[config.mk]
export PLATFORM = sky130hd
export DESIGN_NAME = hazard_ctrl
export DESIGN_NICKNAME = d
export VERILOG_FILES = /design/src/rtl/hazard_pkg.sv /design/src/rtl/hazard_ctrl_fwd_sel.sv /design/src/rtl/hazard_ctrl.sv
export SDC_FILE = /design/constraint.sdc
export NUM_CORES = 1
export LEC_CHECK = 0
export ABC_CLOCK_PERIOD_IN_PS = 4200
export CAP_MARGIN = 5
export CORE_MARGIN = 5
export CORE_UTILIZATION = 36
export DETAILED_ROUTE_END_ITERATION = 10
export PLACE_DENSITY = 0.85
export SYNTH_ARGS = -nofsm -noshare
export SYNTH_HDL_FRONTEND = slang
export SYNTH_SLANG_ARGS = --single-unit
[constraint.sdc]
create_clock -name clk -period 4.2 [get_ports clk]
set_input_delay 0.42 -clock clk [delete_from_list [all_inputs] [get_ports clk]]
set_output_delay 0.42 -clock clk [all_outputs]
set_load 0.03 [all_outputs]
[src/rtl/hazard_pkg.sv]
// Shared encodings for the pipeline hazard controller: forwarding selects,
// the load result-source code and the data-memory wait FSM states.
package hazard_pkg;

    localparam logic [1:0] FWD_RF  = 2'b00;
    localparam logic [1:0] FWD_WB  = 2'b01;
    localparam logic [1:0] FWD_MEM = 2'b10;

    localparam logic [1:0] RESULTSRC_LOAD = 2'b01;

    typedef enum logic [1:0] {
        IDLE = 2'b00,
        WAIT = 2'b01,
        ERR  = 2'b10
    } mem_state_t;

endpackage

[src/rtl/hazard_ctrl_fwd_sel.sv]
// Forwarding decision for one E-stage ALU operand; the M stage has priority
// over W, and register x0 is never forwarded.
module fwd_sel
    import hazard_pkg::*;
(
    input  logic [4:0] rs,
    input  logic [4:0] rdm,
    input  logic [4:0] rdw,
    input  logic       regwrite_m,
    input  logic       regwrite_w,
    output logic [1:0] fwd
);

    always_comb begin
        fwd = FWD_RF;
        if (regwrite_m && (rdm != 5'd0) && (rdm == rs)) begin
            fwd = FWD_MEM;
        end else if (regwrite_w && (rdw != 5'd0) && (rdw == rs)) begin
            fwd = FWD_WB;
        end
    end

endmodule

[src/rtl/hazard_ctrl.sv]
// Pipeline hazard sequencer: operand forwarding, load-use bubbles, branch flushes
// and a memory wait-state freeze. Define HAZARD_PERF_CNT_EN to build the counters.
//
// state | meaning
// IDLE  | no memory access outstanding
// WAIT  | access outstanding, wait_cnt counts the elapsed wait cycles
// ERR   | access timed out; pipe stays frozen until reset
module hazard_ctrl
    import hazard_pkg::*;
#(
    parameter int MEM_TIMEOUT = 15,
    parameter int CNT_W       = 32
) (
    input  logic             clk,
    input  logic             reset,
    input  logic [4:0]       rs1d,
    input  logic [4:0]       rs2d,
    input  logic [4:0]       rs1e,
    input  logic [4:0]       rs2e,
    input  logic [4:0]       rde,
    input  logic [4:0]       rdm,
    input  logic [4:0]       rdw,
    input  logic             regwriteM,
    input  logic             regwriteW,
    input  logic [1:0]       resultsrcE,
    input  logic             pcsrcE,
    input  logic             mem_reqM,
    input  logic             mem_ready,
    output logic [1:0]       forwardAE,
    output logic [1:0]       forwardBE,
    output logic             stallF,
    output logic             stallD,
    output logic             stallE,
    output logic             stallM,
    output logic             flushD,
    output logic             flushE,
    output logic             flushW,
    output logic             mem_err,
    output logic [CNT_W-1:0] stall_cycles,
    output logic [CNT_W-1:0] flush_count
);

    localparam logic [7:0] TIMEOUT_CNT = 8'(MEM_TIMEOUT);

    logic [1:0] fwd_a;
    logic [1:0] fwd_b;
    mem_state_t state;
    logic [7:0] wait_cnt;
    logic       mem_err_q;
    logic       lwstall;
    logic       memstall;

    fwd_sel u_fwd_a (
        .rs         (rs1e),
        .rdm        (rdm),
        .rdw        (rdw),
        .regwrite_m (regwriteM),
        .regwrite_w (regwriteW),
        .fwd        (fwd_a)
    );

    fwd_sel u_fwd_b (
        .rs         (rs2e),
        .rdm        (rdm),
        .rdw        (rdw),
        .regwrite_m (regwriteM),
        .regwrite_w (regwriteW),
        .fwd        (fwd_b)
    );

    always_ff @(posedge clk) begin
        if (reset) begin
            state     <= IDLE;
            wait_cnt  <= 8'd0;
            mem_err_q <= 1'b0;
        end else begin
            case (state)
                IDLE: begin
                    if (mem_reqM && !mem_ready) begin
                        state    <= WAIT;
                        wait_cnt <= 8'd1;
                    end
                end
                WAIT: begin
                    // a late mem_ready still wins over the timeout
                    if (mem_ready) begin
                        state    <= IDLE;
                        wait_cnt <= 8'd0;
                    end else if (wait_cnt == TIMEOUT_CNT) begin
                        state     <= ERR;
                        mem_err_q <= 1'b1;
                    end else begin
                        wait_cnt <= wait_cnt + 8'd1;
                    end
                end
                ERR:     state <= ERR;
                default: state <= IDLE;
            endcase
        end
    end

    assign mem_err  = mem_err_q;
    assign lwstall  = (resultsrcE == RESULTSRC_LOAD) && (rde != 5'd0) &&
                      ((rde == rs1d) || (rde == rs2d));
    assign memstall = ((state == IDLE) && mem_reqM && !mem_ready) ||
                      (state == WAIT) || (state == ERR);

    always_comb begin
        stallF    = 1'b0;
        stallD    = 1'b0;
        stallE    = 1'b0;
        stallM    = 1'b0;
        flushD    = 1'b0;
        flushE    = 1'b0;
        flushW    = 1'b0;
        forwardAE = fwd_a;
        forwardBE = fwd_b;
        if (reset) begin
            flushD    = 1'b1;
            flushE    = 1'b1;
            flushW    = 1'b1;
            forwardAE = FWD_RF;
            forwardBE = FWD_RF;
        end else if (memstall) begin
            stallF = 1'b1;
            stallD = 1'b1;
            stallE = 1'b1;
            stallM = 1'b1;
            flushW = 1'b1;
        end else if (pcsrcE) begin
            flushD = 1'b1;
            flushE = 1'b1;
        end else if (lwstall) begin
            stallF = 1'b1;
            stallD = 1'b1;
            flushE = 1'b1;
        end
    end

`ifdef HAZARD_PERF_CNT_EN
    logic             any_stall;
    logic             flush_taken;
    logic [CNT_W-1:0] stall_cnt;
    logic [CNT_W-1:0] flush_cnt;

    assign any_stall   = stallF | stallD | stallE | stallM;
    assign flush_taken = !reset && !memstall && pcsrcE;

    always_ff @(posedge clk) begin
        if (reset) begin
            stall_cnt <= '0;
            flush_cnt <= '0;
        end else begin
            if (any_stall && (stall_cnt != '1)) stall_cnt <= stall_cnt + CNT_W'(1);
            if (flush_taken && (flush_cnt != '1)) flush_cnt <= flush_cnt + CNT_W'(1);
        end
    end

    assign stall_cycles = stall_cnt;
    assign flush_count  = flush_cnt;
`else
    assign stall_cycles = '0;
    assign flush_count  = '0;
`endif

endmodule

==> impl_metrics.py <==
metrics = {
    "worst_setup_path": {
        "path_class": "input pin to output pin",
        "critPathBufInv": 2,
        "crit_chain": "clkdlybuf4s50_1 -> or4_1 -> o21ai_2 -> nor3_1 -> nor4_1 -> clkdlybuf4s50_1",
        "cp_top_family": "buffers and inverters",
        "end_kind": "output pin",
        "cp-start-kind": "input pin",
        "cpPeakStageDelay_ps": 730,
        "cp_common_cell": "clkdlybuf4s50_1",
        "slowest_stage": "clkdlybuf4s50_1",
        "arrival_ps": 2760,
        "critPathRequiredTime_ps": 3780,
        "reg2reg_slack_ps": 2460,
        "path_max_fanout": 4,
    },
    "status": {
        "status": "completed",
    },
    "min_path": {
        "hold_class": "flip-flop to flip-flop",
    },
    "power_and_ir_drop": {
        "p_per_area_nw_per_um2": 214,
        "p_clk_frac": 0.254,
        "swShare": 0.417,
        "power_frac_seq": 0.262,
        "p_comb_frac": 0.484,
        "p_leak_nw": 0.781,
        "switching_power_mw": 0.172,
        "p_int_mw": 0.241,
        "vdd_ir_drop_max_mv": 0.0886,
    },
    "placement": {
        "io_buffer_count": 55,
        "hpwl_um": 3320,
        "gp_congestion": 0.859,
        "dpl.cell_count": 297,
    },
    "global_routing": {
        "grt_max_degree": 17,
        "antenna_found_initial": 0,
        "grt_usage": 0.120,
        "gr-total-overflow": 0,
        "grt_pass1_wl_um": 5300,
        "grt_pass1_vias": 1291,
    },
    "die": {
        "start_util": 0.377,
        "die_width_um": 75.2,
        "io_pins": 120,
        "dieArea_um2": 5650,
        "die_h_um": 75.2,
        "row_count": 23,
        "coreArea_um2": 4060,
    },
    "layout": {
        "final_cells": 301,
        "final.fill_count": 398,
        "insertedDiodeCount": 0,
        "layout.nets": 297,
        "regArea_um2": 220,
        "drive_above_1_share": 0.0598,
        "area_growth_pct": 26.2,
        "multi_input_area_um2": 1030,
        "finalCoreUtilization": 0.476,
    },
    "clocking": {
        "cts.clk_slew.worst_paths_ps": 50,
        "cts_tree": "built",
        "worstSkewPairLatency_ps": 240,
        "cts_sinks": 11,
        "cts_hold_buf": 0,
        "cts_buffer_depth": 2,
        "numCtsBuffers": 3,
        "post_cts_buffers": 0,
        "htree_levels": 1,
        "cts_root_buf": "clkbuf_8",
        "ctsResizeCount": 0,
    },
    "synth": {
        "ys_seq_area_frac": 0.144,
        "synth_top_area_share": 0.324,
        "ys_types": 39,
        "netlist_area_um2": 1530,
        "ys.flop_type": "dfxtp_1",
        "synthCells": 195,
        "yosysTopAreaCell": "buf_4",
        "synth_edf_count": 0,
        "yosys-top-cells-area": "buf_4 (32%), dfxtp_1 (14%), xor2_1 (11%), xnor2_1 (5.7%), a21oi_1 (2.9%)",
        "ys_seq_elements": 11,
        "syn_avg_cell_area_um2": 7.85,
        "async_reset_ff_frac": 0,
        "yosysWarningCount": 0,
    },
    "sta": {
        "hold_viol": 0,
        "rsz0062_at_grt": "false",
        "finalMaxSlewViolations": 0,
        "holdWs_ps": 449,
        "layout_min_cycle_time_ps": 3180,
        "tns_ps": 0,
        "setup_viol_count_final": 0,
        "skew_ps": 3.84,
        "max_freq_mhz": 315,
        "fin_crit_sh": 0.757,
    },
    "routing": {
        "antenna_left": 0,
        "num_vias": 1374,
        "drtIter0Drc": 60,
        "via_per_inst": 4.56,
        "wl_um": 3720,
        "wl_per_cell_um": 12.4,
        "drtPass1Iterations": 4,
        "post-route-drc-count": 0,
    },
    "job": {
        "maxCapViolCount": 0,
    },
}
==> placed cells by master, fill, tap and decap left out, types with 2 or more instances in the layout <==
cell	Yosys	routed
clkdlybuf4s50_1	0	55
inv_1	3	3
or2b_1	2	2
dfxtp_1	11	11
and3_2	2	2
nand2_1	9	9
nor3_1	6	6
a21oi_1	9	9
nor2b_1	2	2
or4_1	5	5
nor2_1	7	7
or2_2	2	2
clkbuf_8	0	3
a311oi_1	5	5
nor4_1	4	4
conb_1	1	64
xnor2_1	10	10
xor2_1	20	20
nand3_1	6	6
o21ai_0	5	5
==> metrics by stage <==
step	power, mW	worst slack, ps	area [µm²]
5_1_grt	0.438	848	1930
3_5_place_dp	0.308	1020	1890
3_3_place_gp	0.306	1020	1890
2_1_floorplan	0.285	1570	1770
6_report	0.413	1020	1930
4_1_cts	0.414	1000	1930
==> cell type report <==
type | count | area share
Multi-Input combinational cell | 177 | 0.536
Clock buffer | 4 | 0.0233
Timing Repair Buffer | 56 | 0.289
Tap cell | 50 | 0.0324
Inverter | 3 | 0.00583
Sequential cell | 11 | 0.114
==> cells by family (layout without fill, tap and decap cells) <==
group,Yosys count,in the layout,synth area share
buffers and inverters,70,63,0.334
AND/OR/NAND/NOR,54,54,0.217
XOR/XNOR,30,30,0.172
AO/OA/AOI/OAI,28,28,0.123
flip-flops,11,11,0.144
adder cells (fa/ha/maj),1,1,0.00818
other,1,64,0.00245
==> routing by layer <==
| layer | part of all wire | track usage | vias to the layer above |
|---|---|---|---|
| li1 | - | - | 654 |
| met1 | 0.34 | 0.124 | 641 |
| met2 | 0.55 | 0.221 | 72 |
| met3 | 0.093 | 0.0294 | 7 |
| met4 | 0.020 | 0.0602 | 0 |
| met5 | 0 | 0 | - |
==> path summary, 6_finish.rpt <==
kind                            cells after the start                     start                  endpoint
worst max-delay path                                6                    rdm[1]              forwardAE[0]
worst min-delay path                                2      mem_err$_SDFFE_PP0P_      mem_err$_SDFFE_PP0P_
worst max register to register                      5  wait_cnt[0]$_SDFFE_PP0P_  wait_cnt[0]$_SDFFE_PP0P_
worst min register to register                      2      mem_err$_SDFFE_PP0P_      mem_err$_SDFFE_PP0P_
==> flip-flops by register name, indices dropped and copies added (netlist names) <==
name      flops
mem_err       1
state         2
wait_cnt      8
==> Yosys cell counts, types with 3 or more instances <==
library cell and count:
a21oi_1 9, a311oi_1 5, buf_4 66, dfxtp_1 11
inv_1 3, nand2_1 9, nand3_1 6, nor2_1 7
nor3_1 6, nor4_1 4, o21ai_0 5, or4_1 5
xnor2_1 10, xor2_1 20
==> tightest hold or removal path: stages (launching register included) <==
cell	delay, ps
dfxtp_1	300
inv_1	50
a21oi_1	50
==> power groups by stage <==
| stage | clock, mW | combinational [mW] | sequential [mW] |
|---|---|---|---|
| 2_1_floorplan | 0 | 0.175 | 0.110 |
| 3_3_place_gp | 0 | 0.196 | 0.110 |
| 3_5_place_dp | 0 | 0.198 | 0.110 |
| 4_1_cts | 0.108 | 0.199 | 0.108 |
| 5_1_grt | 0.116 | 0.213 | 0.108 |
| 6_report | 0.105 | 0.200 | 0.108 |
(Power assumes the default switching activity.)
